File: src/rtl/cu_pkg.sv
// Shared Control Unit definitions: front-end FSM states, execution group
// indices, RV opcode[6:2] values and trap causes.
package cu_pkg;

   typedef enum logic [2:0] {
      ST_IDLE       = 3'd0,
      ST_FETCH_REQ  = 3'd1,
      ST_FETCH_WAIT = 3'd2,
      ST_DISPATCH   = 3'd3,
      ST_EXEC_WAIT  = 3'd4,
      ST_TRAP       = 3'd5
   } state_t;

   // Execution FSM groups, one start bit each
   localparam int NUM_FSM       = 7;
   localparam int GRP_INT_REG   = 0;
   localparam int GRP_INT_IMM   = 1;
   localparam int GRP_LOAD      = 2;
   localparam int GRP_STORE     = 3;
   localparam int GRP_BRANCH    = 4;
   localparam int GRP_FLOAT     = 5;
   localparam int GRP_SYSTEM    = 6;

   // Instruction opcode bits [6:2]
   localparam logic [4:0] OPC_LOAD      = 5'b00000;
   localparam logic [4:0] OPC_LOAD_FP   = 5'b00001;
   localparam logic [4:0] OPC_MISC_MEM  = 5'b00011;
   localparam logic [4:0] OPC_OP_IMM    = 5'b00100;
   localparam logic [4:0] OPC_AUIPC     = 5'b00101;
   localparam logic [4:0] OPC_OP_IMM_32 = 5'b00110;
   localparam logic [4:0] OPC_STORE     = 5'b01000;
   localparam logic [4:0] OPC_STORE_FP  = 5'b01001;
   localparam logic [4:0] OPC_OP        = 5'b01100;
   localparam logic [4:0] OPC_LUI       = 5'b01101;
   localparam logic [4:0] OPC_OP_32     = 5'b01110;
   localparam logic [4:0] OPC_FMADD     = 5'b10000;
   localparam logic [4:0] OPC_FMSUB     = 5'b10001;
   localparam logic [4:0] OPC_FNMSUB    = 5'b10010;
   localparam logic [4:0] OPC_FNMADD    = 5'b10011;
   localparam logic [4:0] OPC_OP_FP     = 5'b10100;
   localparam logic [4:0] OPC_BRANCH    = 5'b11000;
   localparam logic [4:0] OPC_JALR      = 5'b11001;
   localparam logic [4:0] OPC_JAL       = 5'b11011;
   localparam logic [4:0] OPC_SYSTEM    = 5'b11100;

   // Trap causes
   localparam logic [1:0] CAUSE_NONE     = 2'd0;
   localparam logic [1:0] CAUSE_ILLEGAL  = 2'd1;
   localparam logic [1:0] CAUSE_FETCH_TO = 2'd2;
   localparam logic [1:0] CAUSE_EXEC_TO  = 2'd3;

endpackage

File: src/rtl/fsm_fetch_dispatch_if.sv
// Fetch/dispatch bus between the front-end controller, instruction memory
// and the execution FSMs.
//
// Handshakes: mem_start is a one-cycle request; the memory answers with a
// one-cycle mem_done (mem_rdata valid in that cycle), no earlier than the
// cycle after mem_start. start is a one-hot one-cycle pulse; insn/code stay
// stable until the selected FSM returns a one-cycle fsm_done.
interface fsm_fetch_dispatch_if;
   import cu_pkg::*;

   logic                mem_start;
   logic [31:0]         mem_rdata;
   logic                mem_done;
   logic [NUM_FSM-1:0]  start;
   logic                fsm_done;
   logic [31:0]         insn;
   logic [31:0]         code;

   modport master (
      output mem_start, start, insn, code,
      input  mem_rdata, mem_done, fsm_done
   );

   modport slave (
      input  mem_start, start, insn, code,
      output mem_rdata, mem_done, fsm_done
   );

endinterface

File: src/rtl/opcode_group_decode.sv
// Combinational opcode decode: one-hot code, execution group and illegal
// flag from insn[6:0]. Also used by the disassembly monitor.
module opcode_group_decode
   import cu_pkg::*;
(
   input  logic [6:0]          opcode,
   output logic [31:0]         code,
   output logic [NUM_FSM-1:0]  group,
   output logic                illegal
);

   // Map opcode[6:2] to its group; non-32-bit encodings have no group
   always_comb begin
      group = '0;
      case (opcode[6:2])
         OPC_OP, OPC_OP_32:                          group[GRP_INT_REG] = 1'b1;
         OPC_OP_IMM, OPC_OP_IMM_32,
         OPC_LUI, OPC_AUIPC:                         group[GRP_INT_IMM] = 1'b1;
         OPC_LOAD, OPC_LOAD_FP:                      group[GRP_LOAD]    = 1'b1;
         OPC_STORE, OPC_STORE_FP:                    group[GRP_STORE]   = 1'b1;
         OPC_BRANCH, OPC_JALR, OPC_JAL:              group[GRP_BRANCH]  = 1'b1;
         OPC_OP_FP, OPC_FMADD, OPC_FMSUB,
         OPC_FNMSUB, OPC_FNMADD:                     group[GRP_FLOAT]   = 1'b1;
         OPC_SYSTEM, OPC_MISC_MEM:                   group[GRP_SYSTEM]  = 1'b1;
         default:                                    group = '0;
      endcase
      if (opcode[1:0] != 2'b11) begin
         group = '0;
      end
      illegal = (group == '0);
      code    = illegal ? 32'd0 : (32'd1 << opcode[6:2]);
   end

endmodule

File: src/rtl/fsm_fetch_dispatch.sv
// Control Unit front end: fetches an instruction word, decodes it, starts one
// execution FSM and waits for its done. Illegal opcodes and watchdog
// timeouts park the block in TRAP until reset.
module fsm_fetch_dispatch
   import cu_pkg::*;
#(
   parameter int WAIT_LIMIT = 255
) (
   input  logic                 clk,
   input  logic                 rst_n,
   input  logic                 run,
   fsm_fetch_dispatch_if.master bus,
   output logic                 busy,
   output logic                 trap,
   output logic [1:0]           trap_cause,
   output logic [63:0]          instret,
   output state_t               fsm_state
);

   // Watchdog counts 0..WAIT_LIMIT-1; at least 8 bits wide
   localparam int WD_W = ($clog2(WAIT_LIMIT) > 8) ? $clog2(WAIT_LIMIT) : 8;
   localparam logic [WD_W-1:0] WD_LAST = WD_W'(WAIT_LIMIT - 1);

   state_t              state, state_nxt;
   logic [WD_W-1:0]     wd_cnt, wd_nxt;
   logic [31:0]         insn_q, insn_nxt;
   logic [31:0]         code_q, code_nxt;
   logic [NUM_FSM-1:0]  group_q, group_nxt;
   logic [1:0]          cause_q, cause_nxt;
   logic [63:0]         instret_q, instret_nxt;

   logic [31:0]         dec_code;
   logic [NUM_FSM-1:0]  dec_group;
   logic                dec_illegal;

   opcode_group_decode u_decode (
      .opcode  (bus.mem_rdata[6:0]),
      .code    (dec_code),
      .group   (dec_group),
      .illegal (dec_illegal)
   );

   // State and datapath registers, all cleared asynchronously
   always_ff @(posedge clk or negedge rst_n) begin
      if (!rst_n) begin
         state     <= ST_IDLE;
         wd_cnt    <= '0;
         insn_q    <= '0;
         code_q    <= '0;
         group_q   <= '0;
         cause_q   <= CAUSE_NONE;
         instret_q <= '0;
      end else begin
         state     <= state_nxt;
         wd_cnt    <= wd_nxt;
         insn_q    <= insn_nxt;
         code_q    <= code_nxt;
         group_q   <= group_nxt;
         cause_q   <= cause_nxt;
         instret_q <= instret_nxt;
      end
   end

   // Next-state, decode latch, watchdog and retire counter
   always_comb begin
      state_nxt   = state;
      wd_nxt      = wd_cnt;
      insn_nxt    = insn_q;
      code_nxt    = code_q;
      group_nxt   = group_q;
      cause_nxt   = cause_q;
      instret_nxt = instret_q;
      case (state)
         ST_IDLE: begin
            if (run) state_nxt = ST_FETCH_REQ;
         end
         ST_FETCH_REQ: begin
            wd_nxt    = '0;
            state_nxt = ST_FETCH_WAIT;
         end
         ST_FETCH_WAIT: begin
            // A completed read beats a watchdog expiry in the same cycle
            if (bus.mem_done) begin
               insn_nxt  = bus.mem_rdata;
               code_nxt  = dec_code;
               group_nxt = dec_group;
               if (dec_illegal) begin
                  cause_nxt = CAUSE_ILLEGAL;
                  state_nxt = ST_TRAP;
               end else begin
                  state_nxt = ST_DISPATCH;
               end
            end else if (wd_cnt == WD_LAST) begin
               code_nxt  = '0;
               cause_nxt = CAUSE_FETCH_TO;
               state_nxt = ST_TRAP;
            end else begin
               wd_nxt = wd_cnt + 1'b1;
            end
         end
         ST_DISPATCH: begin
            wd_nxt    = '0;
            state_nxt = ST_EXEC_WAIT;
         end
         ST_EXEC_WAIT: begin
            if (bus.fsm_done) begin
               instret_nxt = instret_q + 64'd1;
               state_nxt   = run ? ST_FETCH_REQ : ST_IDLE;
            end else if (wd_cnt == WD_LAST) begin
               code_nxt  = '0;
               cause_nxt = CAUSE_EXEC_TO;
               state_nxt = ST_TRAP;
            end else begin
               wd_nxt = wd_cnt + 1'b1;
            end
         end
         ST_TRAP: begin
            code_nxt = '0;
         end
         default: begin
            state_nxt = ST_IDLE;
         end
      endcase
   end

   // Outputs are registers or pure state decodes
   assign bus.mem_start = (state == ST_FETCH_REQ);
   assign bus.start     = (state == ST_DISPATCH) ? group_q : '0;
   assign bus.insn      = insn_q;
   assign bus.code      = code_q;
   assign busy          = (state != ST_IDLE) && (state != ST_TRAP);
   assign trap          = (state == ST_TRAP);
   assign trap_cause    = cause_q;
   assign instret       = instret_q;
   assign fsm_state     = state;

endmodule

File: src/flat_wrapper.sv
// flat-port wrapper written by rule: the top's interface ports become plain ports
module fsm_fetch_dispatch_flat import cu_pkg::*;
#(
   parameter int WAIT_LIMIT = 255
)
  (clk, rst_n, run, busy, trap, trap_cause, instret, fsm_state, bus_mem_start, bus_start, bus_insn, bus_code, bus_mem_rdata, bus_mem_done, bus_fsm_done);
  fsm_fetch_dispatch_if bus_i ();
  input  logic clk;
  input  logic rst_n;
  input  logic run;
  output logic busy;
  output logic trap;
  output logic [1:0] trap_cause;
  output logic [63:0] instret;
  output state_t fsm_state;
  output wire logic [$bits(bus_i.mem_start)-1:0] bus_mem_start;
  output wire logic [$bits(bus_i.start)-1:0] bus_start;
  output wire logic [$bits(bus_i.insn)-1:0] bus_insn;
  output wire logic [$bits(bus_i.code)-1:0] bus_code;
  input wire logic [$bits(bus_i.mem_rdata)-1:0] bus_mem_rdata;
  input wire logic [$bits(bus_i.mem_done)-1:0] bus_mem_done;
  input wire logic [$bits(bus_i.fsm_done)-1:0] bus_fsm_done;
  assign bus_mem_start = bus_i.mem_start;
  assign bus_start = bus_i.start;
  assign bus_insn = bus_i.insn;
  assign bus_code = bus_i.code;
  assign bus_i.mem_rdata = bus_mem_rdata;
  assign bus_i.mem_done = bus_mem_done;
  assign bus_i.fsm_done = bus_fsm_done;
  fsm_fetch_dispatch #(.WAIT_LIMIT(WAIT_LIMIT)) u_core (.clk(clk), .rst_n(rst_n), .run(run), .bus(bus_i), .busy(busy), .trap(trap), .trap_cause(trap_cause), .instret(instret), .fsm_state(fsm_state));
endmodule
File: config.mk
export PLATFORM = sky130hd
export DESIGN_NAME = fsm_fetch_dispatch_flat
export DESIGN_NICKNAME = d
export VERILOG_FILES = /design/src/rtl/cu_pkg.sv /design/src/rtl/fsm_fetch_dispatch_if.sv /design/src/rtl/opcode_group_decode.sv /design/src/rtl/fsm_fetch_dispatch.sv /design/src/flat_wrapper.sv
export SDC_FILE = /design/constraint.sdc
export NUM_CORES = 1
export LEC_CHECK = 0
export ABC_CLOCK_PERIOD_IN_PS = 6300
export CELL_PAD_IN_SITES_DETAIL_PLACEMENT = 0
export CELL_PAD_IN_SITES_GLOBAL_PLACEMENT = 2
export CORE_MARGIN = 8
export CORE_UTILIZATION = 33
export CTS_BUF_LIST = sky130_fd_sc_hd__clkbuf_16
export DETAILED_ROUTE_END_ITERATION = 10
export PLACE_DENSITY = 0.87
export SLEW_MARGIN = 20
export SYNTH_ARGS = -nofsm -noshare
export SYNTH_HDL_FRONTEND = slang
export SYNTH_SLANG_ARGS = --single-unit
File: constraint.sdc
create_clock -name clk -period 6.3 [get_ports clk]
set_clock_uncertainty 0.1 [all_clocks]
set_input_delay 1.26 -clock clk [delete_from_list [all_inputs] [get_ports clk]]
set_output_delay 1.26 -clock clk [all_outputs]
set_load 0.005 [all_outputs]
=== Word-level counts from Yosys, hierarchy flattened ===
Cells that the tools add are included.

* Flip-flop bits (word level): 148
* Input bits: 37
* Output and inout bits: 143
* Word-level logic and storage cells: 97

* Add/subtract/negate cells: 2
* Equal/unequal tests: 33
* Shift operators: 1
* Multiplexer cells: 31
* Bitwise gates (word level): 1
* Reductions and logical operators: 22

{| class="wikitable"
|+ Operator list
! kind !! number
|-
| 32-bit two-way mux || 4
|-
| 32-bit one-hot mux with 3 select lines || 1
|-
| 64-bit by 1-bit adder with 64-bit output, second input constant || 1
|-
| 5-bit == test, second input constant || 9
|-
| 1-bit by 5-bit << shifter with 32-bit output, first input constant || 1
|-
| 5-bit by 4-bit == test with 1-bit output, second input constant || 5
|-
| 8-bit two-way mux || 3
|-
| 8-bit one-hot mux with 3 select lines || 1
|-
| 3-bit one-hot mux with 6 select lines || 1
|-
| 5-bit by 3-bit == test with 1-bit output, second input constant || 3
|-
| 3-bit two-way mux || 5
|-
| 7-bit two-way mux || 2
|-
| 2-bit two-way mux || 5
|-
| 2-bit OR reduction || 5
|-
| 3-bit nonzero test || 3
|-
| 8-bit by 1-bit adder with 8-bit output, second input constant || 1
|-
| 8-bit == test, second input constant || 1
|-
| 1-bit two-way mux || 8
|-
| 2-bit inequality test, second input constant || 4
|-
| 2-bit AND reduction || 4
|-
| 7-bit logical NOT || 1
|-
| 3-bit by 2-bit == test with 1-bit output, second input constant || 2
|-
| 3-bit == test, second input constant || 2
|-
| 3-bit by 2-bit inequality test with 1-bit output, second input constant || 2
|-
| other kinds (16) || 16
|}

=== Logic depth before layout (Yosys ltp) ===
* Depth in word-level cells: 8
* Depth in mapped cells: 9

=== Hierarchy ===
From an unflattened synthesis, not the netlist that was laid out.

* Cells, all modules: 586
* Area total of the unflattened synthesis: 6,820.3 um^2

{| class="wikitable"
|+ By module, submodules not included
! module !! times used !! cells each !! area an instance (um^2)
|-
| fsm_fetch_dispatch || 1 || 515 || 6,411.1
|-
| opcode_group_decode || 1 || 71 || 409.1
|}

=== Worst setup path after synthesis ===
OpenSTA, ideal clock, no wires.

* Path type: input -> register
* Start: input bus_fsm_done
* End: register u_core.code_q[20] (netlist: u_core.bus.code[20])
* Arrival: 2.614 ns
* Data required time: 6.135 ns
* Setup slack: 3.522 ns
* Stages on the path: 6
* Buffers on the path: 1
* Path through: or3b_1 > a211oi_1 > buf_2 > nand2_1 > a2111oi_0 > a21o_1

* Longest elaborated chain between the ends: 2

{| class="wikitable"
|+ RTL lines
! what !! line !! RTL
|-
| from (decl) || flat_wrapper.sv:22 || <nowiki>input wire logic [$bits(bus_i.fsm_done)-1:0] bus_fsm_done;</nowiki>
|-
| 2-bit inequality test (no source line) || n/a ||
|-
| 2-bit AND reduction (no source line) || n/a ||
|-
| to (signal assigned) || fsm_fetch_dispatch.sv:57 || <nowiki>code_q <= code_nxt;</nowiki>
|-
| to (decl) || fsm_fetch_dispatch.sv:27 || <nowiki>logic [31:0] code_q, code_nxt;</nowiki>
|}

No other way between the ends.
A chain may end at the register's enable or synchronous reset.

=== Worst setup path in the final report ===
* Start: input bus_fsm_done
* End: register u_core.instret_q[59] (netlist: u_core.instret[59])

* Longest elaborated chain between the ends: 1

{| class="wikitable"
|+ RTL lines
! what !! line !! RTL
|-
| 2-bit AND reduction (no source line) || n/a ||
|-
| to (signal assigned) || fsm_fetch_dispatch.sv:60 || <nowiki>instret_q <= instret_nxt;</nowiki>
|-
| to (decl) || fsm_fetch_dispatch.sv:30 || <nowiki>logic [63:0] instret_q, instret_nxt;</nowiki>
|}

No other way between the ends.

==> flow_summary_export.csv <==
group,metric,value,unit
drt,viasPerCell,4.99,
clocking,post_cts.repair.setup_buffers,0,
synth,synth_seq_cells,148,
drt,dr_total_vias,5421,
timing,finalCritPeriodShare,58.8,%
finish,n_antenna_cell,0,
timing,finalSetupViolations,0,
setup_path,required,6540,ps
timing,slew_violations,0,
min_path,hold_path.class,"register to register",
min_path,hold_start,"u_core.instret[63]",
power,ir_drop,195,uV
drt,wl_per_cell,17.8,um
clocking,cts_resized,0,
synth,synth_area_leaders,"dfrtp_1 (54%), xnor2_1 (5.5%), mux2_2 (5.1%)",
power,p_per_area,314,mW/mm^2
clocking,cts_tree,"done",
global_routing,grt_pass1_wl,31500,um
power,power.leakage,0.00402,uW
clocking,hold_buffers,0,
setup_path,crit_type,"input pin to register",
clocking,clock_path_buffers,2,
drt,dr.first_iter.drc_count,188,
placement,post-dp-hpwl,14300,um
die,core_area,0.0203,sq mm
synth,synthCells,630,
setup_path,startpoint_type,"input pin",
timing,layout_min_cycle_time,3710,ps
timing,tightest_slew,1020,ps
synth,yosysWarnings,0,
setup_path,critPathArrivalTime,3950,ps
die,die_w,160,um
die,start_util,33.6,%
synth,yosysTopAreaCellShare,54.3,%
setup_path,crit_path_frequent_cell,"and4_1",
drt,routed_wl,19300,um
timing,max_clock_freq,0.270,GHz
die,num_io_pins,180,
finish,syn_to_final_growth,37.5,%
run,maxCapViolations,0,
synth,syn_area,0.00683,sq mm
finish,seq_area,0.00370,sq mm
synth,syn_nets,670,
finish,layout.cells.most_common,"clkdlybuf4s50_1",
drt,antenna_left,0,
finish,multi_input_area,0.00295,sq mm
synth,synthArstFlopShare,100,%
global_routing,grt_max_degree,90,
timing,timing.hold.ws,381,ps
clocking,cts_buffers,17,
synth,synth_edf_count,0,
drt,firstDrtPassIters,6,
clocking,cts_max_level,4,
clocking,root_buffer,"clkbuf_16",
setup_path,cpPeakStageDelay,720,ps
setup_path,crit_slowest_cell,"nor4_2",
synth,yosys.area.top_type,"dfrtp_1",
synth,synth_cell_types,61,
placement,io_buffers,179,
timing,final-hold-violation-count,0,
global_routing,grt_usage,15.1,%
setup_path,crit_fanout,9,
finish,fin_nets,843,
synth,avgSynthCellArea,10.8,sq um
power,power,2940,uW
clocking,insertion_delay,420,ps
setup_path,end_kind,"register",
timing,rsz0062_at_grt,"no",
synth,seq_area_frac_synth,54.3,%
die,row_count,52,
setup_path,crit_start,"bus_fsm_done",
finish,drive_gt1_share,9.56,%
clocking,cts_num_sinks,148,
finish,layout_common_cells,"clkdlybuf4s50_1 (178), dfrtp_1 (148), nand2_1 (68)",
placement,gp_congestion,0.834,
timing,max_slew_margin,31.5,%
finish,fillers,1911,
timing,tns,0,ps
clocking,clkTransAtPathRegs,70,ps
global_routing,grt_pass1_vias,5765,
setup_path,worstReg2RegStart,"u_core.fsm_state[1]",
die,dieArea,0.0255,sq mm
global_routing,antenna_found_initial,0,
drt,post-route-drc-count,0,
global_routing,grt.overflow.total,0,
die,die_y,160,um
setup_path,path_cells,"clkdlybuf4s50_1 -> nand4bb_1 -> nor4_2 -> and4_1 -> and4_1 -> xor2_1",
status,status,"completed",
synth,ys_dominant_reg_cell,"dfrtp_1",
worst max-delay path, delay by kind of cell:
kind                   cells  cell delay (ps)
AND/OR/NAND/NOR            4             1960
buffers and inverters      1              580
XOR/XNOR                   1              140
synthesized netlist by cell type (2+ instances only):
library cell / count
a31o_2: 2
a32o_1: 3
buf_2: 9
or3_1: 4
a21o_1: 4
a2111oi_1: 3
clkbuf_1: 14
o21ai_1: 3
ha_1: 3
nand2b_1: 10
nand4_2: 2
a21oi_1: 9
o41ai_1: 6
buf_1: 3
inv_1: 12
and2_1: 17
nor2b_1: 6
mux2_2: 31
a211oi_1: 5
nor3_1: 13
dfrtp_1: 148
xnor2_1: 43
o21ai_0: 10
o2111ai_1: 5
nor4_1: 4
a22o_1: 6
xor2_1: 27
nand3_1: 29
nand4_1: 20
nor2_1: 52
o2bb2ai_1: 4
and3_1: 17
nand2_1: 69
and4_1: 7
o31ai_1: 4
final cells by class:
| cell class | instances | area share [%] |
|---|---|---|
| well taps | 270 | 3.60 |
| clock inverters | 15 | 1.16 |
| flip-flops and latches | 148 | 39.5 |
| inverters | 12 | 0.480 |
| repair buffers | 182 | 19.3 |
| clock buffers | 17 | 4.53 |
| multi-input cells | 442 | 31.4 |
layer usage:
metal | wire (um) | part of all wire [%] | track usage (%) | up-vias
met3 | 1650 | 8.6 | 6.43 | 27
li1 | - | - | - | 2565
met4 | 320 | 1.7 | 4.67 | 0
met2 | 9150 | 47 | 24.7 | 173
met1 | 8160 | 42 | 17.9 | 2656
met5 | 0 | 0 | 0 | -
stage by stage:
step | worst slack (ps) | util [%] | area [sq um] | std cells
2_1_floorplan | 3520 | - | 6830 | 630
3_3_place_gp | 2230 | 43.6 | 8850 | 1054
3_5_place_dp | 2170 | 43.6 | 8850 | 1054
4_1_cts | 2620 | 46.2 | 9390 | 1086
5_1_grt | 2400 | 46.2 | 9390 | 1086
6_report | 2590 | 46.2 | 9390 | 1086
final timing paths:
| kind | to | slack [ps] | cells after the start |
|---|---|---|---|
| max in group asynchronous | u_core.bus.insn[29] | 4030 | 2 |
| min in group asynchronous | u_core.instret[54] | 780 | 1 |
| max reg2reg | u_core.trap_cause[1] | 3100 | 4 |
| min reg2reg | u_core.instret[63] | 380 | 1 |
| min | u_core.instret[63] | 380 | 1 |
| max | u_core.instret[59] | 2590 | 6 |
sequential cells by signal, indices dropped and copies added (netlist names):
register and count:
u_core.instret 64, u_core.bus.code 32, u_core.bus.insn 32, u_core.wd_cnt 8
u_core.group_q 7, u_core.fsm_state 3, u_core.trap_cause 2
cell families (layout without fill, tap and decap cells):
family / after synthesis / count (layout) / synth area share [%]
and+or+nand+nor: 260 / 260 / 19.7
DFF: 148 / 148 / 54.3
AOI/OAI and AO/OA: 77 / 77 / 8.67
xor gates and xnor gates: 70 / 70 / 8.98
buffers and inverters: 40 / 226 / 2.53
muxes: 32 / 32 / 5.28
adders and majority gates: 3 / 3 / 0.550
where the power goes:
part,switching [uW],internal [uW]
combinational,353,445
clock,419,506
sequential,126,1100
No activity file was read; power rests on OpenSTA's default activity.
==> variant (config.mk and constraints unchanged) <==
Change the package constant `NUM_FSM` from 7 to 14.
--- a/src/rtl/cu_pkg.sv
+++ b/src/rtl/cu_pkg.sv
@@ -12,7 +12,7 @@
    } state_t;
 
    // Execution FSM groups, one start bit each
-   localparam int NUM_FSM       = 7;
+   localparam int NUM_FSM       = 14;
    localparam int GRP_INT_REG   = 0;
    localparam int GRP_INT_IMM   = 1;
    localparam int GRP_LOAD      = 2;
Ports: changed (resized bus_start); port bits go from 180 to 187. The function was not compared with the original's and may differ.
==> variant against the unedited design <==
  * Final cell count is 0.83% higher
  * Largest cell class unchanged
  * Synthesized area is 0.92% higher
  * Sequential cell count stayed put
  * Wire length is 2.2% lower
  * Design area is 0.88% higher
  * Worst setup slack worse by 0.17 ns
  * Die area is 0.82% higher
  * Power is 1.6% higher
==> variant: results (changes against the unedited design) <==
- Largest net degree at the start of global routing: 94 (+4.4%)
- Wire length of the first global-routing pass: 31.2 mm (-0.92%)
- R2R Setup Slk: 3.34 ns (+0.24 ns)
- Hold Path Depth: 2 (+1)
- Number of distinct library cell variants in the gate-level netlist after synthesis: 56 (-8.2%)
- Vias per std cell: 4.89 (-2.1%)
- Peak per-stage delay on the critical path: 0.58 ns (-0.14 ns)
- Data arrival time of the critical path: 2.52 ns (-1.43 ns)
- Critical Path End: bus_start[0]
- Met3 wirelength from detailed routing: 1.89 mm (+14%)
- Beginning of the worst hold path: u_core.group_q[3]$_DFFE_PN0P_
- Critical register-to-register path endpoint: u_core.instret[59]$_DFFE_PN0P_
- Final weighted congestion in routability-driven placement: 0.846 (+1.4%)
- Post-synthesis mux area share: 5.23% (-0.048 points)
- Maximum level of the CTS H-tree: 4 (unchanged)
- Seq/Total Area, Yosys: 53.8% (-0.49 points)
- Share of the synthesized netlist area taken by xor and xnor gates: 8.90% (-0.082 points)
- Total routed wirelength: 18.9 mm (-2.2%)
- Compound-Gate Fraction of Synth Area: 8.81% (+0.14 points)
- Net count reported at finish: 847 (+0.47%)
- Capture endpoint of the worst hold path: u_core.group_q[3]$_DFFE_PN0P_
- Reg2Reg Depth: 5 (+1)
- Global-route usage over all layers: 15.0% (-0.19 points)
- Detailed Route Iter0 Violations: 217 (+15%)
- Met1 wire length: 8.16 mm (about the same)
- Met1 usage: 18.4% (+0.52 points)
- Synth cell count leaders: 148 x sky130_fd_sc_hd__dfrtp_1, 66 x sky130_fd_sc_hd__nand2_1, 51 x sky130_fd_sc_hd__nor2_1
- Relative slew slack: 39.3% (+7.7 points)
- Detailed-router iteration count before antenna repair: 5 (-1)
- Most frequently used flop master after synthesis: sky130_fd_sc_hd__dfrtp_1
- Worst-path fanout max: 16 (+7)
- Met3 GRT Util: 6.65% (+0.23 points)
- Peak supply drop: 0.181 mV (-7.3%)
- Synth area leaders: sky130_fd_sc_hd__dfrtp_1 54%, sky130_fd_sc_hd__xnor2_1 5.6%, sky130_fd_sc_hd__mux2_2 4.1%
- Leak: 0.00407 uW (+1.3%)
- Reported net switching power: 907 uW (+1.0%)
- Via count of the first global-routing pass: 5648 (-2.0%)
- Post-Place Cell Area: 8890 um^2 (+0.41%)
- Total length of routed met2 wires: 8.57 mm (-6.3%)
- Filler instances: 1990 (+4.1%)
- Result of the run: finished, final reports clean
- Launching instance or port of the critical path: u_core.fsm_state[0]$_DFFE_PN0P_
- GR met2 Demand/Resource: 23.2% (-1.4 points)
- Max stage delay cell, worst path: sky130_fd_sc_hd__dfrtp_1
- Post-detailed-placement half-perimeter wirelength: 13.8 mm (-3.5%)
- Share of cells above drive strength 1: 9.02% (-0.53 points)
variant: cell types whose count changed in the layout (fill, tap and decap cells not counted), moves of 3 or more:
| cell | change |
|---|---|
| sky130_fd_sc_hd__mux2_2 | -6 |
| sky130_fd_sc_hd__a2111oi_1 | -3 |
| sky130_fd_sc_hd__mux2_1 | +6 |
| sky130_fd_sc_hd__o21ai_1 | +6 |
| sky130_fd_sc_hd__a2111oi_2 | +3 |
| sky130_fd_sc_hd__o21ai_0 | -6 |
| sky130_fd_sc_hd__nor2_1 | -3 |
| sky130_fd_sc_hd__conb_1 | +7 |
| sky130_fd_sc_hd__nand2_1 | -3 |
variant: worst max-delay path: cells and delay by family, from the launching register on:
kind / cells / cell delay [ns]
buf+inv: 2 / 0.74
simple gates: 2 / 0.78
flops: 1 / 0.58
variant: per-stage QoR:
stage | total power [uW] | hold WS, ns | setup WS, ns | util [%] | instances
floorplan | 1600 | 0.335 | 3.47 | - | 642
global placement | 2030 | 0.353 | 2.30 | 42.8 | 1063
detailed placement | 2030 | 0.356 | 2.22 | 42.8 | 1063
CTS | 3040 | 0.371 | 2.02 | 45.6 | 1095
global route | 3180 | 0.399 | 2.21 | 45.6 | 1095
finish | 2990 | 0.368 | 2.42 | 45.6 | 1095
variant: area by class of cell:
class,count,area share (%)
well taps,275,3.63
repair buffers,181,19.1
clock inverters,15,1.53
inverters,12,0.476
flip-flops and latches,148,39.1
multi-input cells,447,31.7
clock buffers,17,4.49
variant: power groups by stage:
stage | Sequential (uW) | Clock (uW) | Combinational (uW)
after floorplan | 1210 | 0 | 391
after global placement | 1230 | 0 | 795
after detailed placement | 1240 | 0 | 795
after CTS | 1220 | 1020 | 800
after global routing | 1250 | 1070 | 867
final | 1220 | 987 | 784
